===== config.mk =====
export PLATFORM = sky130hd
export DESIGN_NAME = pwm_cmd_decoder
export DESIGN_NICKNAME = d
export VERILOG_FILES = /design/src/rtl/pwm_cmd_decoder.sv
export SDC_FILE = /design/constraint.sdc
export NUM_CORES = 1
export LEC_CHECK = 0
export ABC_AREA = 1
export CAP_MARGIN = 20
export CORE_ASPECT_RATIO = 0.8
export CORE_MARGIN = 3
export CORE_UTILIZATION = 57
export DETAILED_ROUTE_END_ITERATION = 16
export PLACE_DENSITY = 0.81
export SLEW_MARGIN = 20
export SYNTH_ARGS = -nofsm -noshare
export SYNTH_HDL_FRONTEND = slang
export SYNTH_SLANG_ARGS = --single-unit

===== constraint.sdc =====
create_clock -name clk -period 4.8 [get_ports clk]
set_input_delay 1.2 -clock clk [delete_from_list [all_inputs] [get_ports clk]]
set_output_delay 1.2 -clock clk [all_outputs]
set_load 0.03 [all_outputs]

===== src/rtl/pwm_cmd_decoder.sv =====
// pwm_cmd_decoder
//   Turns a UART byte stream into PWM configuration updates and duty-data
//   FIFO writes.
//   Packets:  [CMD_CFG][NB config bytes, LSB first]
//             [CMD_DATA][LEN][LEN data bytes]
//
// Ports
//   clk, rst          clock, asynchronous active-high reset
//   rx_data/rx_valid  received byte and its one-cycle strobe
//   fifo_full         PWM FIFO full flag (clk domain)
//   pwm_config_data   committed configuration word
//   config_update     pulse when pwm_config_data is reloaded
//   wr_fifo_enable    FIFO write strobe
//   wr_fifo_data      FIFO write data (holds between writes)
//   busy              a packet is in progress
//   pkt_done          pulse on packet completion
//   err               pulse on bad opcode, dropped data byte or timeout
//
// state  | meaning
// -------+-----------------------------------------------
// IDLE   | waiting for an opcode byte
// CFG    | collecting config payload bytes into shadow
// LEN    | waiting for the data-packet length byte
// DATA   | forwarding data bytes to the PWM FIFO
module pwm_cmd_decoder #(
  parameter int                            PWM_FIFO_WIDTH    = 8,
  parameter int                            CONFIG_DATA_WIDTH = 32,
  parameter logic [CONFIG_DATA_WIDTH-1:0]  CONFIG_RESET      = '0,
  parameter int                            TIMEOUT_CYCLES    = 100000,
  parameter logic [7:0]                    CMD_CFG           = 8'h01,
  parameter logic [7:0]                    CMD_DATA          = 8'h02
) (
  input  logic                          clk,
  input  logic                          rst,
  input  logic [PWM_FIFO_WIDTH-1:0]     rx_data,
  input  logic                          rx_valid,
  input  logic                          fifo_full,
  output logic [CONFIG_DATA_WIDTH-1:0]  pwm_config_data,
  output logic                          config_update,
  output logic                          wr_fifo_enable,
  output logic [PWM_FIFO_WIDTH-1:0]     wr_fifo_data,
  output logic                          busy,
  output logic                          pkt_done,
  output logic                          err
);

  localparam int NB  = CONFIG_DATA_WIDTH / 8;
  localparam int BCW = (NB > 1) ? $clog2(NB) : 1;
  localparam int TW  = $clog2(TIMEOUT_CYCLES + 1);

  localparam logic [BCW-1:0] LAST_BYTE = BCW'(NB - 1);
  localparam logic [TW-1:0]  TMO_LOAD  = TW'(TIMEOUT_CYCLES - 1);

  typedef enum logic [1:0] {
    S_IDLE,
    S_CFG,
    S_LEN,
    S_DATA
  } state_t;

  state_t                         state, state_nxt;
  logic [CONFIG_DATA_WIDTH-1:0]   shadow, shadow_nxt;
  logic [BCW-1:0]                 byte_cnt, byte_cnt_nxt;
  logic [7:0]                     rem_cnt, rem_cnt_nxt;
  logic [TW-1:0]                  tmo_cnt, tmo_cnt_nxt;
  logic [CONFIG_DATA_WIDTH-1:0]   cfg_nxt;
  logic                           cfg_upd_nxt;
  logic                           wr_en_nxt;
  logic [PWM_FIFO_WIDTH-1:0]      wr_data_nxt;
  logic                           done_nxt;
  logic                           err_nxt;

  assign busy = (state != S_IDLE);

  always_ff @(posedge clk or posedge rst) begin
    if (rst) begin
      state           <= S_IDLE;
      shadow          <= '0;
      byte_cnt        <= '0;
      rem_cnt         <= '0;
      tmo_cnt         <= '0;
      pwm_config_data <= CONFIG_RESET;
      config_update   <= 1'b0;
      wr_fifo_enable  <= 1'b0;
      wr_fifo_data    <= '0;
      pkt_done        <= 1'b0;
      err             <= 1'b0;
    end else begin
      state           <= state_nxt;
      shadow          <= shadow_nxt;
      byte_cnt        <= byte_cnt_nxt;
      rem_cnt         <= rem_cnt_nxt;
      tmo_cnt         <= tmo_cnt_nxt;
      pwm_config_data <= cfg_nxt;
      config_update   <= cfg_upd_nxt;
      wr_fifo_enable  <= wr_en_nxt;
      wr_fifo_data    <= wr_data_nxt;
      pkt_done        <= done_nxt;
      err             <= err_nxt;
    end
  end

  always_comb begin
    state_nxt    = state;
    shadow_nxt   = shadow;
    byte_cnt_nxt = byte_cnt;
    rem_cnt_nxt  = rem_cnt;
    tmo_cnt_nxt  = tmo_cnt;
    cfg_nxt      = pwm_config_data;
    cfg_upd_nxt  = 1'b0;
    wr_en_nxt    = 1'b0;
    wr_data_nxt  = wr_fifo_data;
    done_nxt     = 1'b0;
    err_nxt      = 1'b0;

    case (state)
      S_IDLE: begin
        if (rx_valid) begin
          if (rx_data[7:0] == CMD_CFG) begin
            state_nxt    = S_CFG;
            byte_cnt_nxt = '0;
            shadow_nxt   = '0;
          end else if (rx_data[7:0] == CMD_DATA) begin
            state_nxt = S_LEN;
          end else begin
            err_nxt = 1'b1;
          end
        end
      end

      S_CFG: begin
        if (rx_valid) begin
          shadow_nxt[8*byte_cnt +: 8] = rx_data[7:0];
          if (byte_cnt == LAST_BYTE) begin
            // commit the whole word at once, including the byte arriving now
            cfg_nxt      = shadow_nxt;
            cfg_upd_nxt  = 1'b1;
            done_nxt     = 1'b1;
            state_nxt    = S_IDLE;
            byte_cnt_nxt = '0;
          end else begin
            byte_cnt_nxt = byte_cnt + 1'b1;
          end
        end
      end

      S_LEN: begin
        if (rx_valid) begin
          rem_cnt_nxt = rx_data[7:0];
          if (rx_data[7:0] == 8'd0) begin
            done_nxt  = 1'b1;
            state_nxt = S_IDLE;
          end else begin
            state_nxt = S_DATA;
          end
        end
      end

      S_DATA: begin
        if (rx_valid) begin
          // a byte hitting a full FIFO is dropped but still consumes length
          if (!fifo_full) begin
            wr_en_nxt   = 1'b1;
            wr_data_nxt = rx_data;
          end else begin
            err_nxt = 1'b1;
          end
          rem_cnt_nxt = rem_cnt - 1'b1;
          if (rem_cnt == 8'd1) begin
            done_nxt  = 1'b1;
            state_nxt = S_IDLE;
          end
        end
      end

      default: state_nxt = S_IDLE;
    endcase

    // Inter-byte timer: reloaded by every byte, counts down while a packet
    // is open. A byte in the terminal cycle takes priority over expiry.
    if (rx_valid) begin
      tmo_cnt_nxt = TMO_LOAD;
    end else if (state != S_IDLE) begin
      if (tmo_cnt == '0) begin
        state_nxt    = S_IDLE;
        err_nxt      = 1'b1;
        shadow_nxt   = '0;
        byte_cnt_nxt = '0;
        rem_cnt_nxt  = '0;
      end else begin
        tmo_cnt_nxt = tmo_cnt - 1'b1;
      end
    end

    if (state_nxt == S_IDLE) begin
      tmo_cnt_nxt = '0;
    end
  end

endmodule


# After elaboration in Yosys (flattened, before gate mapping)
# Cells that the tools add are included.
totals:
  inputBits: 12
  out_inout_bits: 45
  reg_bits: 105
op_classes:
  muxes: 59
  reduce_logical: 9
  n_shift: 2
  bitwise: 1
  add_sub_neg: 4
  n_eq_ne: 8
op_table:
  columns: ["op", "n"]
  rows:
  - ["2-to-1 mux 32 bit", 6]
  - ["2-to-1 mux 17 bit", 4]
  - ["case mux 32 bit (2 select lines)", 1]
  - ["2-to-1 mux 8 bit", 5]
  - ["2-to-1 mux 2 bit", 19]
  - ["negator 5 -> 34 bit", 1]
  - ["variable shift 8 x 34 -> 32 bit, first input constant", 1]
  - ["variable part select 8 x 34 -> 32 bit", 1]
  - ["bitwise mux 32 bit", 1]
  - ["2-to-1 mux 1 bit", 18]
  - ["logical NOT 17 bit", 1]
  - ["subtractor 17 x 1 -> 17 bit, second input constant", 1]
  - ["equality test 8 x 1 -> 1 bit, second input constant", 2]
  - ["case mux 8 bit (2 select lines)", 1]
  - ["equality test 8 x 2 -> 1 bit, second input constant", 1]
  - ["logical NOT 8 bit", 1]
  - ["case mux 2 bit (4 select lines)", 1]
  - ["subtractor 8 x 1 -> 8 bit, second input constant", 1]
  - ["equality test 2 bit, second input constant", 3]
  - ["AND reduction 3 bit", 2]
  - ["logical NOT 2 bit", 2]
  - ["case mux 2 bit (2 select lines)", 1]
  - ["!= test 3 x 2 -> 1 bit, second input constant", 1]
  - ["case mux 1 bit (3 select lines)", 1]
  - ["other kinds (7)", 7]

# Longest topological paths before layout
depth:
  word_depth: 11
  mapped_depth: 14
  mapped_depth_nobuf: 12

# Worst setup path after synthesis
# Ideal clock, no wire load.
synth_timing:
  path_type: "input-to-reg"
  startpoint: "input rx_valid"
  endpoint: "register tmo_cnt[8]"
  arrival_time_ns: 2.258
  path_slack_ns: 2.425
  path_stages: 14
  n_path_buf: 3
  t_required_ns: 4.683
  cell_sequence: "buf_6 inv_2 buf_6 nand2_2 o21ai_2 nor2_2 nand3_1 nand3_1 nand2_1 nand2_2 nand2_4 buf_6 nand3_1 nand2_1"
synth_between:
  elab_chain_len: 8
synth_rtl:
  columns: ["element", "line", "rtl"]
  rows:
  - ["from (decl)", "36", "input logic rx_valid,"]
  - ["2-to-1 mux 2 bit, on equally long branches", null, null]
  - ["case mux 2 bit (4 select lines)", "116", "case (state)"]
  - ["2-to-1 mux 2 bit", "184", "if (tmo_cnt == '0) begin"]
  - ["2-to-1 mux 2 bit", "183", "end else if (state != S_IDLE) begin"]
  - ["2-to-1 mux 2 bit", "181", "if (rx_valid) begin"]
  - ["logical NOT 2 bit", "195", "if (state_nxt == S_IDLE) begin"]
  - ["!= test 3 x 2 -> 1 bit (no line) / nonzero test 3 bit (equally long branches)", null, null]
  - ["AND reduction 2 bit (no line)", null, null]
  - ["to (signal assigned)", "93", "tmo_cnt <= tmo_cnt_nxt;"]
  - ["to (decl)", "65", "logic [TW-1:0] tmo_cnt, tmo_cnt_nxt;"]
# Parallel ways exist; a longest one is shown, timed or not.
# A chain may end at the register's enable or synchronous reset.

# Worst setup path in the final report
layout_timing:
  startpoint: "input rx_valid"
  endpoint: "register pkt_done"
layout_between:
  elab_chain_len: 2
layout_rtl:
  columns: ["element", "line", "rtl"]
  rows:
  - ["2-to-1 mux 1 bit, on equally long branches", "160, 132, 148", null]
  - ["case mux 1 bit (3 select lines) *", "116", null]
  - ["via done_nxt", "70", "logic done_nxt;"]
  - ["to (signal assigned)", "98", "pkt_done <= done_nxt;"]
  - ["to (decl)", "43", "output logic pkt_done,"]
# Mark *: on every way through the listed nets, which the timed path passes. The rest lies on a longest branch.

==> impl_results.md <==
- Outcome: finished, final reports clean
- Setup Buffers After CTS: 0
- Post-synthesis sequential area ratio: a little under half
- Rows: 31
- Slowest CP cell: clkinv_1
- Final WL: 14.0 mm
- Hold Crit Start: pwm_config_data[29]$_DFFE_PP0P_
- GPL Wtd Cong: just over 0.9
- Clk pin slew, worst setup/hold paths: approximately 70 ps
- Port-buffer cells: 56
- First-pass GRT wire length: roughly 24 mm
- Fin crit period: ~3400 ps
- Synth area leaders: dfrtp_1, nand2_1, nor2_1, inv_1, a22oi_1
- VDD IR-drop max: 0.000367 V
- I/O Pins: 57
- Initial antenna violation count: 0
- TritonCTS Buffers: 9
- ANT nets after route: 0
- Final hold vios: 0
- Die Span Y: between 90 and 100 µm
- Period utilization: a little over two thirds
- Rel. slew slack: ~32%
- Post-synth top area cell: dfrtp_1
- Worst setup EP type: flip-flop
- Sink Count: 105
- Hold Path Sink: pwm_config_data[29]$_DFFE_PP0P_
- Post-DR wirelength/cell: approximately 16 µm
- Cells after Synth: 714
- Setup tns final: 0 ps
- 1st-pass router iterations: 5
- Post_cts resized: 0
- Worst-path cell chain: clkdlybuf4s50_1 > buf_4 > nand2_1 > nor2_2 > clkinv_1 > a21oi_1
- CTS tree: yes
- H-tree levels: 3
- Die area: 11,000 µm²
- Slowest cell delay on critical path: approximately 760 ps
- Cell Area, Synth: approximately 5600 µm²
- Largest net degree at the start of global routing: approximately 90
- Setup Viol. Count Final: 0
- Core area: between 9000 and 10,000 µm²
- Area grow syn2layout: 16.3%
- Reg-to-reg endpoint: shadow[7]$_DFF_PP0_
- Antenna Cells: 0
- Initial DRC Count: between 500 and 600
- Chip width: about 120 µm
- Fillers: 755
- Pre-CTS setup slack: approximately 1200 ps
- Leakage: about 3.2 nW
- Remaining DRCs: 0
- Final HPWL DP: 9.79 mm
- Worst R2R Setup Slack: approximately 2400 ps
- Cell variety after synth: 38
- Vias/cell: 5.75
- FF+latch count, synth: around 110
- NumNets Final: between 700 and 800
- Clk_lat worst skew: 350 ps
- Syn. warnings: 0
- Synthesized Nets: 740
- Total global-route track usage: 27.3%
- Initial Util: 60.2%
- Max clock buf depth: 2
- Fraction of layout cells with a size suffix above 1: under 10%
- HP Class: reg -> reg
- Setup ws final: 1450 ps
- Total number of vias: between 5k and 6k
- Synth Area per Inst: 7.81 µm²
- RR Startpoint: byte_cnt[0]$_DFF_PP0_
- Crit path DAT: 3600 ps
- Crit Path Max Fanout: 33
- Slew at the pin closest to its max-slew limit: about 1000 ps
- Worst Path Required: 5050 ps
- Fmax: 298 MHz
- Post-layout utilization of the core: 70.0%
- GRT Residual Overflow: 0
- Final total power: around 4.4 mW
- Slew Viols, Final: 0
- Hold buffer count at cts: 0
- Reg2Reg Depth: 7
- Yosys top cell area share: a little under half
- Number of global-route vias before repair: 4,823
- Clock Skew: approximately 6.2 ps
- Max_cap viols: 0
- Startpoint Class: primary input
- RSZ-0062 raised after global routing: false
- Critical path class: in -> reg
- P per Cell Area: 682 nW/µm²
- CTS root buf: clkbuf_16
- WHS Path Cells: 2
[flip-flops by register name, summed over array words and instances (netlist names)]
signal,cells
wr_fifo_enable,1
rem_cnt,8
tmo_cnt,17
pwm_config_data,32
config_update,1
state,2
shadow,32
err,1
byte_cnt,2
wr_fifo_data,8
pkt_done,1
[critical path: cells and delay by family]
family,cells,cell delay (ps)
buf+inv,3,1760
simple gates,2,240
compound gates,1,400
[power breakdown]
group	internal (mW)	total [mW]	switching, mW	leakage (nW)
Sequential	1.22	1.48	0.256	1.39
Clock	0.431	0.761	0.330	0.152
Combinational	0.767	2.18	1.42	1.67
[cells in the mapped netlist]
cell type and instances:
nor3_1 3, xor2_1 6, a31oi_1 2, nand3_2 2, nor3_2 1, o32ai_1 2
nor4_4 1, nand3_1 46, nand4_1 4, o22ai_1 19, inv_1 84, o21ai_2 2
o211ai_2 1, xnor2_1 2, clkbuf_1 19, o221ai_1 3, nand2_1 189, o41ai_1 1
o21ai_0 26, nand2_2 4, nor2_2 4, nand2_4 1, buf_4 2, a21oi_1 29
a22oi_1 34, buf_6 3, inv_2 4, nor2_1 86, nor2_4 1, dfrtp_1 105
ha_1 14, o211ai_1 1, clkbuf_2 1, nor4_1 2, buf_2 7, a221oi_1 1
o31ai_1 1, a211oi_1 1
[worst max path at each step]
stage	from	endpoint	cells past startpoint
floorplan	rst	byte_cnt[0]$_DFF_PP0_	1
detailed placement	rx_valid	byte_cnt[1]$_DFF_PP0_	6
global route	rx_valid	pwm_config_data[25]$_DFFE_PP0P_	7
CTS	state[0]$_DFF_PP0_	busy	4
finish	rx_valid	pkt_done$_DFF_PP0_	6
global placement	rx_valid	byte_cnt[1]$_DFF_PP0_	6
[cells in the final DEF, fill, tap and decap left out, drive strengths merged, types with 2 or more instances in the layout]
cell type	n
o21ai	28
nor4	3
nor2	91
a22oi	34
clkdlybuf4s50	56
inv	87
o211ai	2
dfrtp	105
a21oi	29
xnor2	2
clkinv	4
a31oi	2
clkbuf	11
xor2	6
buf	7
o22ai	19
nor3	4
nand3	48
o221ai	3
nand4	4
ha	14
o32ai	2
nand2	194
[per-stage QoR]
| step | instances | area (µm²) | hold WS, ps |
|---|---|---|---|
| after floorplan | 714 | 5580 | 491 |
| after global placement | 860 | 6180 | 462 |
| after detailed placement | 860 | 6180 | 465 |
| after CTS | 875 | 6480 | 484 |
| after global routing | 875 | 6490 | 508 |
| final | 875 | 6490 | 479 |
[area by class of cell]
class,count,area (µm²),area share (%)
Clock buffer,11,253,3.90
Clock inverter,4,52.6,0.810
Inverter,88,335,5.17
Multi-Input combinational cell,489,2460,38.0
Sequential cell,105,2630,40.5
Tap cell,115,144,2.22
Timing Repair Buffer,63,613,9.45
[kinds of logic after synthesis]
kind of cell	after synthesis	share of synthesized area, %
fa+ha+maj	14	3.14
flops	105	47.1
xor+xnor	8	1.26
compound gates	123	13.9
buf+inv	120	8.79
simple gates	344	25.8
[routing by layer]
metal  global-route usage [%]  vias to the layer above  part of all wire, %
li1                         -                     2399                    -
met1                     39.8                     2379                   44
met2                     41.0                      222                   45
met3                     6.21                       27                  8.6
met4                     8.21                        0                  1.9
met5                        0                        -                    0
Power figures use the tool's default switching activity.
